==> config.mk <==
export PLATFORM = sky130hd
export DESIGN_NAME = tinyalu_param
export DESIGN_NICKNAME = d
export VERILOG_FILES = /design/src/rtl/tinyalu_pkg.sv /design/src/rtl/tinyalu_mult.sv /design/src/rtl/tinyalu_param.sv
export SDC_FILE = /design/constraint.sdc
export NUM_CORES = 1
export LEC_CHECK = 0
export ABC_AREA = 1
export CORE_ASPECT_RATIO = 1.25
export CORE_MARGIN = 5
export CORE_UTILIZATION = 60
export CTS_BUF_LIST = sky130_fd_sc_hd__clkbuf_4 sky130_fd_sc_hd__clkbuf_8
export DETAILED_ROUTE_END_ITERATION = 7
export HOLD_SLACK_MARGIN = 0.15
export PLACE_DENSITY = 0.79
export SLEW_MARGIN = 40
export SYNTH_ARGS = -nofsm -noshare
export SYNTH_HDL_FRONTEND = slang
export SYNTH_HIERARCHICAL = 1
export SYNTH_SLANG_ARGS = --single-unit
==> constraint.sdc <==
create_clock -name clk -period 2.2 [get_ports clk]
set_input_delay 0.44 -clock clk [delete_from_list [all_inputs] [get_ports clk]]
set_output_delay 0.44 -clock clk [all_outputs]
set_load 0.01 [all_outputs]
==> src/rtl/tinyalu_pkg.sv <==
// rtl/tinyalu_pkg.sv - shared opcode/state types and limits for tinyalu_param
package tinyalu_pkg;

  localparam int MAX_WIDTH      = 32;
  localparam int MAX_MUL_CYCLES = 8;
  localparam int CNT_W          = 3;

  typedef enum logic [2:0] {
    no_op  = 3'd0,
    add_op = 3'd1,
    and_op = 3'd2,
    xor_op = 3'd3,
    mul_op = 3'd4,
    sub_op = 3'd5,
    rsv_op = 3'd6,
    rst_op = 3'd7
  } op_t;

  typedef enum logic [1:0] {
    st_idle = 2'd0,
    st_exec = 2'd1,
    st_mul  = 2'd2,
    st_done = 2'd3
  } state_t;

endpackage

==> src/rtl/tinyalu_mult.sv <==
// rtl/tinyalu_mult.sv - pipelined unsigned multiplier; the caller's result register is the final stage
module tinyalu_mult
  import tinyalu_pkg::*;
#(
  parameter int WIDTH      = 8,
  parameter int MUL_CYCLES = 3
) (
  input  logic                 clk,
  input  logic                 reset_n,
  input  logic                 en,
  input  logic [WIDTH-1:0]     a,
  input  logic [WIDTH-1:0]     b,
  output logic [2*WIDTH-1:0]   product
);

  logic [2*WIDTH-1:0] pipe [MUL_CYCLES];

  // Stage 0 reloads while enabled; the loaded product still walks to the end untouched
  always_ff @(posedge clk or negedge reset_n) begin
    if (!reset_n) begin
      for (int i = 0; i < MUL_CYCLES; i++) pipe[i] <= '0;
    end else if (en) begin
      pipe[0] <= {{WIDTH{1'b0}}, a} * {{WIDTH{1'b0}}, b};
      for (int i = 1; i < MUL_CYCLES; i++) pipe[i] <= pipe[i-1];
    end
  end

  assign product = pipe[MUL_CYCLES-1];

endmodule

==> src/rtl/tinyalu_param.sv <==
// rtl/tinyalu_param.sv - multi-cycle ALU with edge-triggered start, busy and configurable mul latency
// Optional subtract (op 5) is built only when TINYALU_SUB_EN is defined.
module tinyalu_param
  import tinyalu_pkg::*;
#(
  parameter int WIDTH      = 8,
  parameter int MUL_CYCLES = 3
) (
  input  logic                 clk,
  input  logic                 reset_n,
  input  logic [WIDTH-1:0]     A,
  input  logic [WIDTH-1:0]     B,
  input  logic [2:0]           op,
  input  logic                 start,
  output logic                 done,
  output logic                 busy,
  output logic [2*WIDTH-1:0]   result
);

  generate
    if (WIDTH < 4 || WIDTH > MAX_WIDTH) begin : g_bad_width
      $error("tinyalu_param: WIDTH must be 4..32");
    end
    if (MUL_CYCLES < 1 || MUL_CYCLES > MAX_MUL_CYCLES) begin : g_bad_mul
      $error("tinyalu_param: MUL_CYCLES must be 1..8");
    end
  endgenerate

  state_t               state;
  logic                 start_q;
  logic [CNT_W-1:0]     cnt;
  logic [WIDTH-1:0]     a_q;
  logic [WIDTH-1:0]     b_q;
  op_t                  op_q;
  op_t                  op_in;
  logic                 accept;
  logic                 mul_en;
  logic [WIDTH:0]       sum;
  logic [2*WIDTH-1:0]   exec_val;
  logic [2*WIDTH-1:0]   product;

  assign op_in  = op_t'(op);
  assign accept = start && !start_q && (state == st_idle);
  assign mul_en = (accept && op_in == mul_op) || (state == st_mul);
  assign sum    = {1'b0, a_q} + {1'b0, b_q};

  tinyalu_mult #(
    .WIDTH      (WIDTH),
    .MUL_CYCLES (MUL_CYCLES)
  ) u_mult (
    .clk     (clk),
    .reset_n (reset_n),
    .en      (mul_en),
    .a       (A),
    .b       (B),
    .product (product)
  );

`ifdef TINYALU_SUB_EN
  logic [WIDTH:0] diff;
  // Top bit of the widened difference is the borrow
  assign diff = {1'b0, a_q} - {1'b0, b_q};
`endif

  always_comb begin
    exec_val = '0;
    case (op_q)
      add_op:  exec_val = {{(WIDTH-1){1'b0}}, sum};
      and_op:  exec_val = {{WIDTH{1'b0}}, a_q & b_q};
      xor_op:  exec_val = {{WIDTH{1'b0}}, a_q ^ b_q};
`ifdef TINYALU_SUB_EN
      sub_op:  exec_val = {{(WIDTH-1){1'b0}}, diff};
`endif
      default: exec_val = '0;
    endcase
  end

  always_ff @(posedge clk or negedge reset_n) begin
    if (!reset_n) begin
      state   <= st_idle;
      start_q <= 1'b0;
      cnt     <= '0;
      a_q     <= '0;
      b_q     <= '0;
      op_q    <= no_op;
      result  <= '0;
    end else begin
      start_q <= start;
      case (state)
        st_idle: begin
          if (accept) begin
            case (op_in)
              add_op, and_op, xor_op: begin
                a_q   <= A;
                b_q   <= B;
                op_q  <= op_in;
                state <= st_exec;
              end
`ifdef TINYALU_SUB_EN
              sub_op: begin
                a_q   <= A;
                b_q   <= B;
                op_q  <= op_in;
                state <= st_exec;
              end
`endif
              mul_op: begin
                cnt   <= CNT_W'(MUL_CYCLES - 1);
                state <= st_mul;
              end
              rst_op:  result <= '0;
              default: ;
            endcase
          end
        end
        st_exec: begin
          result <= exec_val;
          state  <= st_done;
        end
        st_mul: begin
          if (cnt == '0) begin
            result <= product;
            state  <= st_done;
          end else begin
            cnt <= cnt - 1'b1;
          end
        end
        st_done: state <= st_idle;
        default: state <= st_idle;
      endcase
    end
  end

  assign done = (state == st_done);
  assign busy = (state != st_idle);

endmodule
==> results of run 1 <==
[final cells by class]
class	count	area (sq um)
inverters	171	647
clock buffers	9	124
clock inverters	7	61.3
well taps	135	169
flip-flops and latches	89	2230
fillers	806	2940
repair buffers	101	930
multi-input cells	571	3930
[metrics by stage]
| step | std cells | power, mW |
|---|---|---|
| after floorplan | 880 | 6.65 |
| after global placement | 1055 | 7.91 |
| after detailed placement | 1055 | 8.06 |
| after CTS | 1078 | 9.58 |
| after global routing | 1083 | 10.8 |
| final | 1083 | 9.90 |
[synthesized netlist by cell type, types with 9 or more instances]
cell	number	share of area (%)
a21oi_1	14	1.0
buf_2	10	0.75
buf_4	19	2.1
clkbuf_1	19	1.1
dfrtp_1	89	33
fa_1	37	11
ha_1	51	9.6
inv_1	159	8.9
inv_2	9	0.51
nand2_1	308	17
nand3_1	32	2.4
nor2_1	18	1.0
o21ai_0	36	2.7
o21ai_1	26	1.9
[worst min-delay path, cell delays in order]
cell	delay, ns
buf_6	0.09
buf_6	0.13
nand2_1	0.06
nand2_1	0.05
[per-layer routing]
layer | vias to the layer above | GRT usage (%) | wire, microns
met2 | 138 | 42.1 | 8300
met1 | 2614 | 25.4 | 5900
met3 | 50 | 3.12 | 517
met5 | - | 0 | 0
li1 | 2779 | - | -
met4 | 0 | 7.55 | 432
[logic make-up (layout without fill, tap and decap cells)]
group                      after synthesis  in the layout
adders and majority gates               88             88
and+or+nand+nor                        391            391
buffers and inverters                  220            288
AOI/OAI and AO/OA                       88             88
DFF                                     89             89
xor gates and xnor gates                 4              4
[sequential cells by signal, summed over array words and instances, names as in the netlist]
signal / count
state: 2
u_mult/pipe: 32
start_q: 1
result: 16
b_q: 8
a_q: 8
u_mult/product: 16
cnt: 3
op_q: 3
[cell usage in the layout (no fill, tap or decap), drive strengths merged, types with 22 or more instances in the layout]
cell type        n
nand3           36
o21ai           62
fa              37
nand2          316
inv            173
nor2            22
buf             74
ha              51
dfrtp           89
clkdlybuf4s50   22
[power groups by stage]
stage | Combinational (mW) | Sequential (mW) | Clock (mW)
finish | 6.14 | 2.69 | 1.07
CTS | 5.80 | 2.69 | 1.09
global placement | 5.21 | 2.70 | 0
floorplan | 3.96 | 2.70 | 0
global route | 6.82 | 2.77 | 1.17
detailed placement | 5.33 | 2.72 | 0
[what timing repair did]
item,in CTS,in global routing
buffers inserted,6,6
endpoints found under the hold margin,39,0
gates resized for setup,123,52
setup endpoints to repair,14,14
pin swaps,44,28
hold buffers,1,0
[worst paths after layout]
| check | endpoint | from | cells after the start | slack [ns] |
|---|---|---|---|---|
| setup / recovery | u_mult/pipe[40]$_DFFE_PN0P_ | A[3] | 19 | -1.34 |
| hold / removal | b_q[2]$_DFFE_PN0P_ | B[2] | 4 | 0.44 |
| setup reg to reg | u_mult/pipe[40]$_DFFE_PN0P_ | state[1]$_DFFE_PN0P_ | 9 | 0.26 |
| hold reg to reg | u_mult/pipe[33]$_DFFE_PN0P_ | u_mult/pipe[33]$_DFFE_PN0P_ | 2 | 0.47 |
| max in group asynchronous | u_mult/pipe[45]$_DFFE_PN0P_ | reset_n | 3 | 1.03 |
| min in group asynchronous | b_q[6]$_DFFE_PN0P_ | reset_n | 2 | 0.60 |
==> metrics.txt, run 1 <==
status=finished, violations left; failing checks=setup timing; Die X=104 microns; die height=128 microns; DP Area=roughly 7500 sq um; clk buf depth=2; setup TNS=-14.11 ns; core footprint=11000 sq um; final instance area=between 8000 and 9000 sq um; DRC viols=0; fraction of layout cells with a size suffix above 1=22.6%; largest family of logic cells by synthesized area=simple AND/OR/NAND/NOR gates; normalized max-slew margin=63.4%; first-pass GRT wire length=roughly 24000 microns; antenna cells=0; Post-Synth Simple-Gate Area=24.6%; Die ar.=about 13000 sq um; worst-path cell chain=buf_8 -> buf_6 -> buf_4 -> nand2_4 -> inv_2 -> fa_2 -> fa_1 -> inv_1 -> fa_1 -> fa_1 -> inv_2 -> ha_4 -> nand2_4 -> inv_2 -> nand2_2 -> nand2_2 -> or2_1 -> nand3_1 -> nand2_1; Flop pwr share=a little over a quarter; Cell variety after synth=32; antenna violations before repair=0; gr usage total=22.2%; Clock Latency Late Sink=0.38 ns; critical path endpoint category=flip-flop; number of global-route vias before repair=5446; CP top delay family=adder cells; power per cell area=1220 nW/um^2; Ports=40; WHS=0.437 ns; Starting Density=about 61%; prevailing post-synth register cell=dfrtp_1; Critical Path Fanout Max=5; Synth-to-Final Area Change=21.2%; Sw Ratio=46.3%; largest net degree at the start of global routing=43; WL final=between 15000 and 20000 microns; WL/cell=14.0 microns; sw power=4.58 mW; EDFF count, synth=0; fin crit period=between 3 and 4 ns; max-slew violations=0; Synth Area per Inst=7.59 sq um; mux share of post-synthesis cell area=0%; CTS Sinks=89; Nets=1053; Lkg Pwr=approximately 4.5 nW; Routed Antenna Nets=0; fmax=around 280 MHz; unrepaired setup endpoints after global routing=true; Slowest-stage cell, CP=fa_1; H-tree levels=3; post-detail-place hpwl=around 11000 microns; Worst Setup Start Kind=primary input; Via density=about 5.2; measured slew at the worst slew-check pin=approximately 0.55 ns; xor and xnor area share after synthesis=0.525%; Place WS=-2.20 ns; number of hold violations in the final report=0; Worst Hold Class=in2reg; final period utilization=161%; Mapped Cells=880; Synth Register Bits=89; Synth Area in Adders=20.6%; clock tree from TritonCTS=yes; FP Rows=43; Clock Skews=0.0159 ns; Clock Tree Root=clkbuf_8; First-pass DRT Iterations=5; number of max-cap violations=0; Logic pwr share=between 60% and 70%; kind of critical path=in2reg; yosys warns=6; final setup fails=12; Final Worst Setup Slack=-1.34 ns; register area share after synthesis=33.3%; WP data required=approximately 2.5 ns; Buffers & Inverters on Critical Path=7; post-synthesis async set-or-reset flop share=100%; total congestion overflow=0; internal power=roughly 5.3 mW; Worst path max stage delay=roughly 0.54 ns; Max IR drop VDD=just under 0.8 mV; drt first-iter violations=333; Clock power frac=10.8%; vias post-DR=between 5000 and 6000; Port Buffers=39; Placer Congestion=0.894; Clock transition at path regs=around 0.090 ns; Cell Area, Synth=6680 sq um; compound-cell area share of the yosys netlist=7.08%; fin util=73.4%; Mapped Nets=between 900 and 1000; Worst EP arrival=3.80 ns; Num CTS Buffers=9
Power figures use the tool's default switching activity.
==> inputs of run 2 (changes only) <==
Settings changed: SLEW_MARGIN 40 to 5.
==> results of run 2 <==
The final DEF is identical to that of run 1; final timing and power are the same.
